[src/rtl/cpu_types_pkg.sv]
// rtl/cpu_types_pkg.sv - shared CPU types plus the ALU BIST constants and LFSR step
// Purpose: ALU operation encoding, BIST state encoding, the Galois polynomial
//          shared by the operand and signature LFSRs, and the op table the
//          BIST cycles through.
// Ports:   none (package)
package cpu_types_pkg;

  typedef enum logic [3:0] {
    ALU_SLL  = 4'h0,
    ALU_SRL  = 4'h1,
    ALU_ADD  = 4'h2,
    ALU_SUB  = 4'h3,
    ALU_AND  = 4'h4,
    ALU_OR   = 4'h5,
    ALU_XOR  = 4'h6,
    ALU_NOR  = 4'h7,
    ALU_SLT  = 4'h8,
    ALU_SLTU = 4'h9
  } aluop_t;

  typedef enum logic [1:0] {
    BIST_IDLE = 2'd0,
    BIST_RUN  = 2'd1,
    BIST_DONE = 2'd2
  } bist_state_t;

  localparam logic [31:0] BIST_POLY = 32'h8020_0003;
  localparam int          NUM_OPS   = 10;
  localparam int          OP_IDX_W  = 4;

  localparam aluop_t OP_TABLE [NUM_OPS] = '{
    ALU_SLL, ALU_SRL, ALU_ADD, ALU_SUB, ALU_AND,
    ALU_OR,  ALU_XOR, ALU_NOR, ALU_SLT, ALU_SLTU
  };

  // One Galois shift: feedback taps are applied when the MSB falls out.
  function automatic logic [31:0] bist_step(input logic [31:0] x);
    return {x[30:0], 1'b0} ^ (x[31] ? BIST_POLY : 32'h0);
  endfunction

endpackage

[src/rtl/alu_if.sv]
// rtl/alu_if.sv - ALU operand/result interface
// Purpose: bundles the ALU operands, operation and result/flags.
// Modports: tb  - drives port_a, port_b, alu_op; reads port_o and flags
//           alu - the combinational ALU side
interface alu_if;
  import cpu_types_pkg::*;

  logic [31:0] port_a;
  logic [31:0] port_b;
  aluop_t      alu_op;
  logic [31:0] port_o;
  logic        v_flag;
  logic        n_flag;
  logic        z_flag;

  modport tb  (output port_a, port_b, alu_op, input port_o, v_flag, n_flag, z_flag);
  modport alu (input port_a, port_b, alu_op, output port_o, v_flag, n_flag, z_flag);
endinterface

[src/rtl/lfsr32.sv]
// rtl/lfsr32.sv - 32-bit Galois LFSR / MISR cell
// Purpose: reset to INIT, reload from seed, or step once with xor_in folded in.
//          With xor_in tied to zero it is a plain pattern generator.
// Ports:   CLK    in  clock, rising edge
//          nRST   in  asynchronous active-low reset
//          load   in  reload q from seed (wins over en)
//          seed   in  [31:0] reload value
//          en     in  step once this cycle
//          xor_in in  [31:0] value folded into the stepped state
//          q      out [31:0] register contents
module lfsr32
  import cpu_types_pkg::*;
#(
  parameter logic [31:0] INIT = 32'h0000_0001
) (
  input  logic        CLK,
  input  logic        nRST,
  input  logic        load,
  input  logic [31:0] seed,
  input  logic        en,
  input  logic [31:0] xor_in,
  output logic [31:0] q
);

  always_ff @(posedge CLK or negedge nRST) begin
    if (!nRST) begin
      q <= INIT;
    end else if (load) begin
      q <= seed;
    end else if (en) begin
      q <= bist_step(q) ^ xor_in;
    end
  end

endmodule

[src/rtl/alu_bist.sv]
// rtl/alu_bist.sv - ALU built-in self-test sequencer with MISR signature
// Purpose: drives pseudo-random operands and every ALU op, one vector per
//          cycle, folds result and flags into a MISR and compares it with a
//          golden signature at the end of the run.
// Ports:   CLK         in  clock, rising edge
//          nRST        in  asynchronous active-low reset
//          start       in  begin a run (accepted in IDLE/DONE only)
//          abort       in  abandon run, back to IDLE (beats start)
//          num_vectors in  [CNT_W-1:0] vectors to apply, latched on start
//          golden      in  [31:0] expected signature, latched on start
//          busy        out high while vectors are being applied
//          done        out high in DONE until the next accepted start
//          pass        out final signature matched golden
//          signature   out [31:0] current MISR contents
//          aluif       if  alu_if.tb towards the ALU
module alu_bist
  import cpu_types_pkg::*;
#(
  parameter logic [31:0] SEED_A    = 32'h1234_5678,
  parameter logic [31:0] SEED_B    = 32'h9ABC_DEF0,
  parameter logic [31:0] MISR_SEED = 32'hFFFF_FFFF,
  parameter int          CNT_W     = 16
) (
  input  logic             CLK,
  input  logic             nRST,
  input  logic             start,
  input  logic             abort,
  input  logic [CNT_W-1:0] num_vectors,
  input  logic [31:0]      golden,
  output logic             busy,
  output logic             done,
  output logic             pass,
  output logic [31:0]      signature,
  alu_if.tb                aluif
);

  bist_state_t         state_q, state_d;
  logic [CNT_W-1:0]    count_q, nv_q;
  logic [OP_IDX_W-1:0] op_idx_q, op_idx_next;
  aluop_t              alu_op_q;
  logic [31:0]         golden_q;
  logic                pass_q;
  logic [31:0]         a_q, b_q;
  logic [31:0]         misr_in, misr_next;
  logic                start_acc, run_step, last_vec;

  assign start_acc   = start && !abort && (state_q != BIST_RUN);
  assign run_step    = (state_q == BIST_RUN) && !abort;
  // Terminate on the last vector rather than after it, so an all-ones
  // num_vectors never needs the counter to wrap.
  assign last_vec    = run_step && (count_q == nv_q - CNT_W'(1));
  assign op_idx_next = (op_idx_q == OP_IDX_W'(NUM_OPS - 1)) ? '0 : op_idx_q + OP_IDX_W'(1);

  assign misr_in   = aluif.port_o ^ {29'b0, aluif.v_flag, aluif.n_flag, aluif.z_flag};
  // Same value the MISR cell loads this edge; needed here to register pass.
  assign misr_next = bist_step(signature) ^ misr_in;

  lfsr32 #(.INIT(SEED_A)) u_lfsr_a (
    .CLK(CLK), .nRST(nRST), .load(start_acc), .seed(SEED_A),
    .en(run_step), .xor_in(32'h0), .q(a_q)
  );

  lfsr32 #(.INIT(SEED_B)) u_lfsr_b (
    .CLK(CLK), .nRST(nRST), .load(start_acc), .seed(SEED_B),
    .en(run_step), .xor_in(32'h0), .q(b_q)
  );

  lfsr32 #(.INIT(MISR_SEED)) u_misr (
    .CLK(CLK), .nRST(nRST), .load(start_acc), .seed(MISR_SEED),
    .en(run_step), .xor_in(misr_in), .q(signature)
  );

  assign aluif.port_a = a_q;
  assign aluif.port_b = b_q;
  assign aluif.alu_op = alu_op_q;

  // State register
  always_ff @(posedge CLK or negedge nRST) begin
    if (!nRST) begin
      state_q <= BIST_IDLE;
    end else begin
      state_q <= state_d;
    end
  end

  // Next-state logic
  always_comb begin
    state_d = state_q;
    case (state_q)
      BIST_IDLE: begin
        if (start_acc) state_d = (num_vectors == '0) ? BIST_DONE : BIST_RUN;
      end
      BIST_RUN: begin
        if (abort)         state_d = BIST_IDLE;
        else if (last_vec) state_d = BIST_DONE;
      end
      BIST_DONE: begin
        if (abort)          state_d = BIST_IDLE;
        else if (start_acc) state_d = (num_vectors == '0) ? BIST_DONE : BIST_RUN;
      end
      default: state_d = BIST_IDLE;
    endcase
  end

  // Output decode
  always_comb begin
    busy = 1'b0;
    done = 1'b0;
    case (state_q)
      BIST_RUN:  busy = 1'b1;
      BIST_DONE: done = 1'b1;
      default: ;
    endcase
  end

  assign pass = pass_q;

  // Vector counter, op sequencing, latched run parameters and verdict
  always_ff @(posedge CLK or negedge nRST) begin
    if (!nRST) begin
      count_q  <= '0;
      nv_q     <= '0;
      op_idx_q <= '0;
      alu_op_q <= OP_TABLE[0];
      golden_q <= '0;
      pass_q   <= 1'b0;
    end else if (abort) begin
      pass_q <= 1'b0;
    end else if (start_acc) begin
      count_q  <= '0;
      nv_q     <= num_vectors;
      op_idx_q <= '0;
      alu_op_q <= OP_TABLE[0];
      golden_q <= golden;
      // An empty run goes straight to DONE with the seed as its signature.
      pass_q   <= (num_vectors == '0) && (MISR_SEED == golden);
    end else if (run_step) begin
      count_q  <= count_q + CNT_W'(1);
      op_idx_q <= op_idx_next;
      alu_op_q <= OP_TABLE[op_idx_next];
      if (last_vec) pass_q <= (misr_next == golden_q);
    end
  end

endmodule

[src/flat_wrapper.sv]
// flat-port wrapper written by rule: the top's interface ports become plain ports
module alu_bist_flat import cpu_types_pkg::*;
#(
  parameter logic [31:0] SEED_A    = 32'h1234_5678,
  parameter logic [31:0] SEED_B    = 32'h9ABC_DEF0,
  parameter logic [31:0] MISR_SEED = 32'hFFFF_FFFF,
  parameter int          CNT_W     = 16
)
  (CLK, nRST, start, abort, num_vectors, golden, busy, done, pass, signature, aluif_port_a, aluif_port_b, aluif_alu_op, aluif_port_o, aluif_v_flag, aluif_n_flag, aluif_z_flag);
  alu_if aluif_i ();
  input  logic CLK;
  input  logic nRST;
  input  logic start;
  input  logic abort;
  input  logic [CNT_W-1:0] num_vectors;
  input  logic [31:0] golden;
  output logic busy;
  output logic done;
  output logic pass;
  output logic [31:0] signature;
  output wire logic [$bits(aluif_i.port_a)-1:0] aluif_port_a;
  output wire logic [$bits(aluif_i.port_b)-1:0] aluif_port_b;
  output wire logic [$bits(aluif_i.alu_op)-1:0] aluif_alu_op;
  input wire logic [$bits(aluif_i.port_o)-1:0] aluif_port_o;
  input wire logic [$bits(aluif_i.v_flag)-1:0] aluif_v_flag;
  input wire logic [$bits(aluif_i.n_flag)-1:0] aluif_n_flag;
  input wire logic [$bits(aluif_i.z_flag)-1:0] aluif_z_flag;
  assign aluif_port_a = aluif_i.port_a;
  assign aluif_port_b = aluif_i.port_b;
  assign aluif_alu_op = aluif_i.alu_op;
  assign aluif_i.port_o = aluif_port_o;
  assign aluif_i.v_flag = aluif_v_flag;
  assign aluif_i.n_flag = aluif_n_flag;
  assign aluif_i.z_flag = aluif_z_flag;
  alu_bist #(.SEED_A(SEED_A), .SEED_B(SEED_B), .MISR_SEED(MISR_SEED), .CNT_W(CNT_W)) u_core (.CLK(CLK), .nRST(nRST), .start(start), .abort(abort), .num_vectors(num_vectors), .golden(golden), .busy(busy), .done(done), .pass(pass), .signature(signature), .aluif(aluif_i));
endmodule
[config.mk]
export PLATFORM = sky130hd
export DESIGN_NAME = alu_bist_flat
export DESIGN_NICKNAME = d
export VERILOG_FILES = /design/src/rtl/cpu_types_pkg.sv /design/src/rtl/alu_if.sv /design/src/rtl/lfsr32.sv /design/src/rtl/alu_bist.sv /design/src/flat_wrapper.sv
export SDC_FILE = /design/constraint.sdc
export NUM_CORES = 1
export LEC_CHECK = 0
export ABC_CLOCK_PERIOD_IN_PS = 3200
export BUFFER_PORTS_ARGS = -buffer_cell sky130_fd_sc_hd__buf_2
export CAP_MARGIN = 15
export CORE_MARGIN = 2
export CORE_UTILIZATION = 47
export DETAILED_ROUTE_END_ITERATION = 6
export GPL_TIMING_DRIVEN = 0
export PLACE_DENSITY = 0.69
export SYNTH_ARGS = -nofsm -noshare
export SYNTH_HDL_FRONTEND = slang
export SYNTH_HIERARCHICAL = 1
export SYNTH_SLANG_ARGS = --single-unit
[constraint.sdc]
create_clock -name CLK -period 3.2 [get_ports CLK]
set_input_delay 0.16 -clock CLK [delete_from_list [all_inputs] [get_ports CLK]]
set_output_delay 0.16 -clock CLK [all_outputs]
set_load 0.02 [all_outputs]
==> qor.txt <==
outcome = finished, final reports clean
Post-Route Utilization = 0.6217
worst skew pair latency = 0.42 ns
cts bufs inserted = 17
minimum clock period = 2.653 ns
hold path startpoint = golden[30]
worst path cell trace = dlygate4sd3_1 -> buf_2 -> inv_1 -> nand3_1 -> inv_1 -> clkbuf_2 -> buf_4 -> clkbuf_1 -> o21ai_0
Core Box Area = 0.02096 mm²
synthesized area per cell = 9.570 µm²
final RePlAce weighted congestion = 0.8089
Netlist cell types = 58
CTS tree = built
H-tree levels = 4
critical path arrival = 2.97 ns
Vias/cell = 4.785
vias in the first global route = 7947
ANT nets after route = 0
Max transition margin = 0.4454
Std-Cell Rows = 53
worst-margin pin slew = 0.8319 ns
period utilization = 0.8290
root buffer cell = clkbuf_16
initial core utilization = 0.4759
Wirelength per Cell = 14.51 µm
Ports = 190
Die Area = 0.02240 mm²
Syn-to-layout area delta = 30.64%
PortBufs = 188
sequential-to-total area share from yosys stat = 0.4321
reg2reg path depth = 9
clock sink total = 169
crit path max fanout = 18
initial antenna violation count = 4
CP Launch Type = primary input
top_reg_cell synth = dfrtp_1
Pins Over Slew Limit = 0
share of layout cells above drive strength 1 = 0.2197
die height = 149.7 µm
Cell Area, Synth = 0.009972 mm²
Detailed Route Iter0 Violations = 376
largest net degree at the start of global routing = 111
DRC = 0
unrepaired setup endpoints after global routing = false
async set or reset register ratio after synthesis = 1.000
Final #Nets = 1548
via count = 8369
Worst Skew = 0.008748 ns
CP max stage delay = 0.53 ns
worst reg2reg setup slack = 0.55 ns
Worst Path Buf+Inv = 7
Leak Pwr = 6.073 nW
RR Startpoint = u_core/nv_q[0]
CTS Buffer Depth = 2
Reg-to-Reg End = u_core/pass
synthesized flop and latch total = 169
Achievable Freq = 377.0 MHz
yosys warns = 6
Slowest-stage cell, CP = dlygate4sd3_1
worst hold path cell count = 3
P per Cell Area = 635.1 mW/mm²
type of the tightest min-delay check = primary input to register
cell family with most CP delay = buffers and inverters
CP most frequent cell = inv_1
Peak VDD IR = 0.3929 mV
Final Hold Viols = 0
Total Power = 8.273 mW
Post-synth EDFFs = 0
critical path type = primary input to register
Setup Viol. Count Final = 0
cell count after synthesis = 1042
DP Wirelength = 18.18 mm
die width = 149.7 µm
Clk pin slew, worst setup/hold paths = 0.06 ns
Fin Setup TNS = 0 ns
Global Route Usage Sum = 0.2294
drt total wl = 25.38 mm
DRT Pass-1 Iters = 6
global route total overflow = 0
WHS Endpoint = u_core/golden_q[30]
maxcap violations = 0
Worst Path Required = 3.52 ns
first-pass GRT wire length = 40.65 mm
crit end category = register
worst max path at each step:
| stage | start | end | slack [ns] | depth (start not counted) |
|---|---|---|---|---|
| 5_1_grt | u_core/nv_q[0] | u_core/pass | 0.35 | 9 |
| 3_3_place_gp | nRST | u_core/op_idx_q[0] | -0.80 | 1 |
| 6_report | abort | u_core/u_misr/q[23] | 0.55 | 9 |
| 2_1_floorplan | u_core/nv_q[0] | u_core/pass | 0.85 | 7 |
| 4_1_cts | abort | u_core/u_misr/q[23] | 0.18 | 9 |
| 3_5_place_dp | u_core/state_q[0] | u_core/u_misr/q[23] | 0.22 | 7 |
tightest hold or removal path, cell delays in order:
cell	delay [ns]
buf_2	0.14
nand2_1	0.12
nand2_1	0.06
what timing repair did:
item	in CTS	in global routing
gates resized for setup	0	3
buffers inserted	0	0
setup endpoints to repair	0	25
hold buffers	49	0
hold endpoints to repair	89	0
where the power goes:
group	internal, mW	leakage (nW)	switching, mW
Sequential	2.76	2.00	0.526
Clock	1.37	0.311	0.867
Combinational	1.23	3.77	1.52
cells in the final DEF, fill, tap and decap left out, types with 5 or more instances in the layout:
cell type and count:
and3_1 8, nor3b_1 7, nor3_1 9, clkbuf_16 17, nor2b_1 7, inv_1 14, buf_4 6, mux2i_1 98
nor4_1 14, conb_1 160, xnor2_1 82, dfrtp_1 105, nand2b_1 5, dfstp_2 64, o21ai_1 10, dlygate4sd3_1 49
xor2_1 106, buf_8 10, nand2_1 261, a21oi_1 8, o21ai_0 97, nor2_1 13, buf_2 196, nand4_1 17
nand3_1 14, clkbuf_1 23
registers in the layout (all words and copies together), names as in the netlist:
name / count
u_core/state_q: 2
u_core/u_lfsr_a/q: 32
u_core/count_q: 16
u_core/aluif.alu_op: 2
u_core/u_misr/q: 32
u_core/nv_q: 16
u_core/op_idx_q: 4
u_core/golden_q: 32
u_core/pass: 1
u_core/u_lfsr_b/q: 32
layer usage:
metal | up-vias | track usage | wire, µm
li1 | 4180 | - | -
met1 | 3910 | 0.3146 | 11480
met2 | 249 | 0.3743 | 12180
met3 | 30 | 0.03994 | 1270
met4 | 0 | 0.06698 | 441
met5 | - | 0 | 0
layout make-up:
class                   count  area (µm²)
diodes                      4       10.01
plain buffers              51       350.3
clock buffers              22       474.2
clock inverters            10       163.9
fillers                  1809        7928
inverters                  14       52.55
multi-input cells         966        5854
flip-flops and latches    169        4309
well taps                 275       344.1
repair buffers            238        1469
logic make-up (layout without fill, tap and decap cells):
group	after synthesis	in the layout	share of synthesized area
AO/OA/AOI/OAI	138	138	0.07704
adder cells (fa/ha/maj)	4	4	0.005019
buffers and inverters	65	335	0.04028
multiplexers	99	99	0.09987
other	2	164	0.0007531
flip-flops	169	169	0.4321
AND/OR/NAND/NOR	372	372	0.1681
XOR/XNOR	193	193	0.1768
Yosys cell counts (all sizes together) (3+ instances only):
library cell,count,area share
nand2,261,0.098
o21ai,108,0.055
xor2,106,0.093
dfrtp,105,0.26
mux2i,98,0.098
xnor2,82,0.072
dfstp,64,0.17
buf,29,0.027
clkbuf,22,0.0083
nand4,17,0.011
nor4,15,0.010
inv,14,0.0053
nand3,14,0.0070
nor2,13,0.0049
a21oi,11,0.0067
and3,9,0.0061
nor3,9,0.0045
nor2b,7,0.0044
nor3b,7,0.0053
nand2b,5,0.0031
and3b,4,0.0035
ha,4,0.0050
or4,4,0.0038
a22oi,3,0.0023
xor3,3,0.0072
through the flow:
step	setup slack [ns]	instance area, µm²	hold WS (ns)	instances
6_report	0.5472	13030	0.09966	1749
5_1_grt	0.3532	13030	0.06962	1748
3_5_place_dp	0.2243	11890	0.1212	1664
3_3_place_gp	-0.8042	11850	0.3500	1663
4_1_cts	0.1817	13020	0.05927	1745
2_1_floorplan	0.8538	10570	-0.1356	1200
Note: power is estimated with default switching activity, not from simulation.
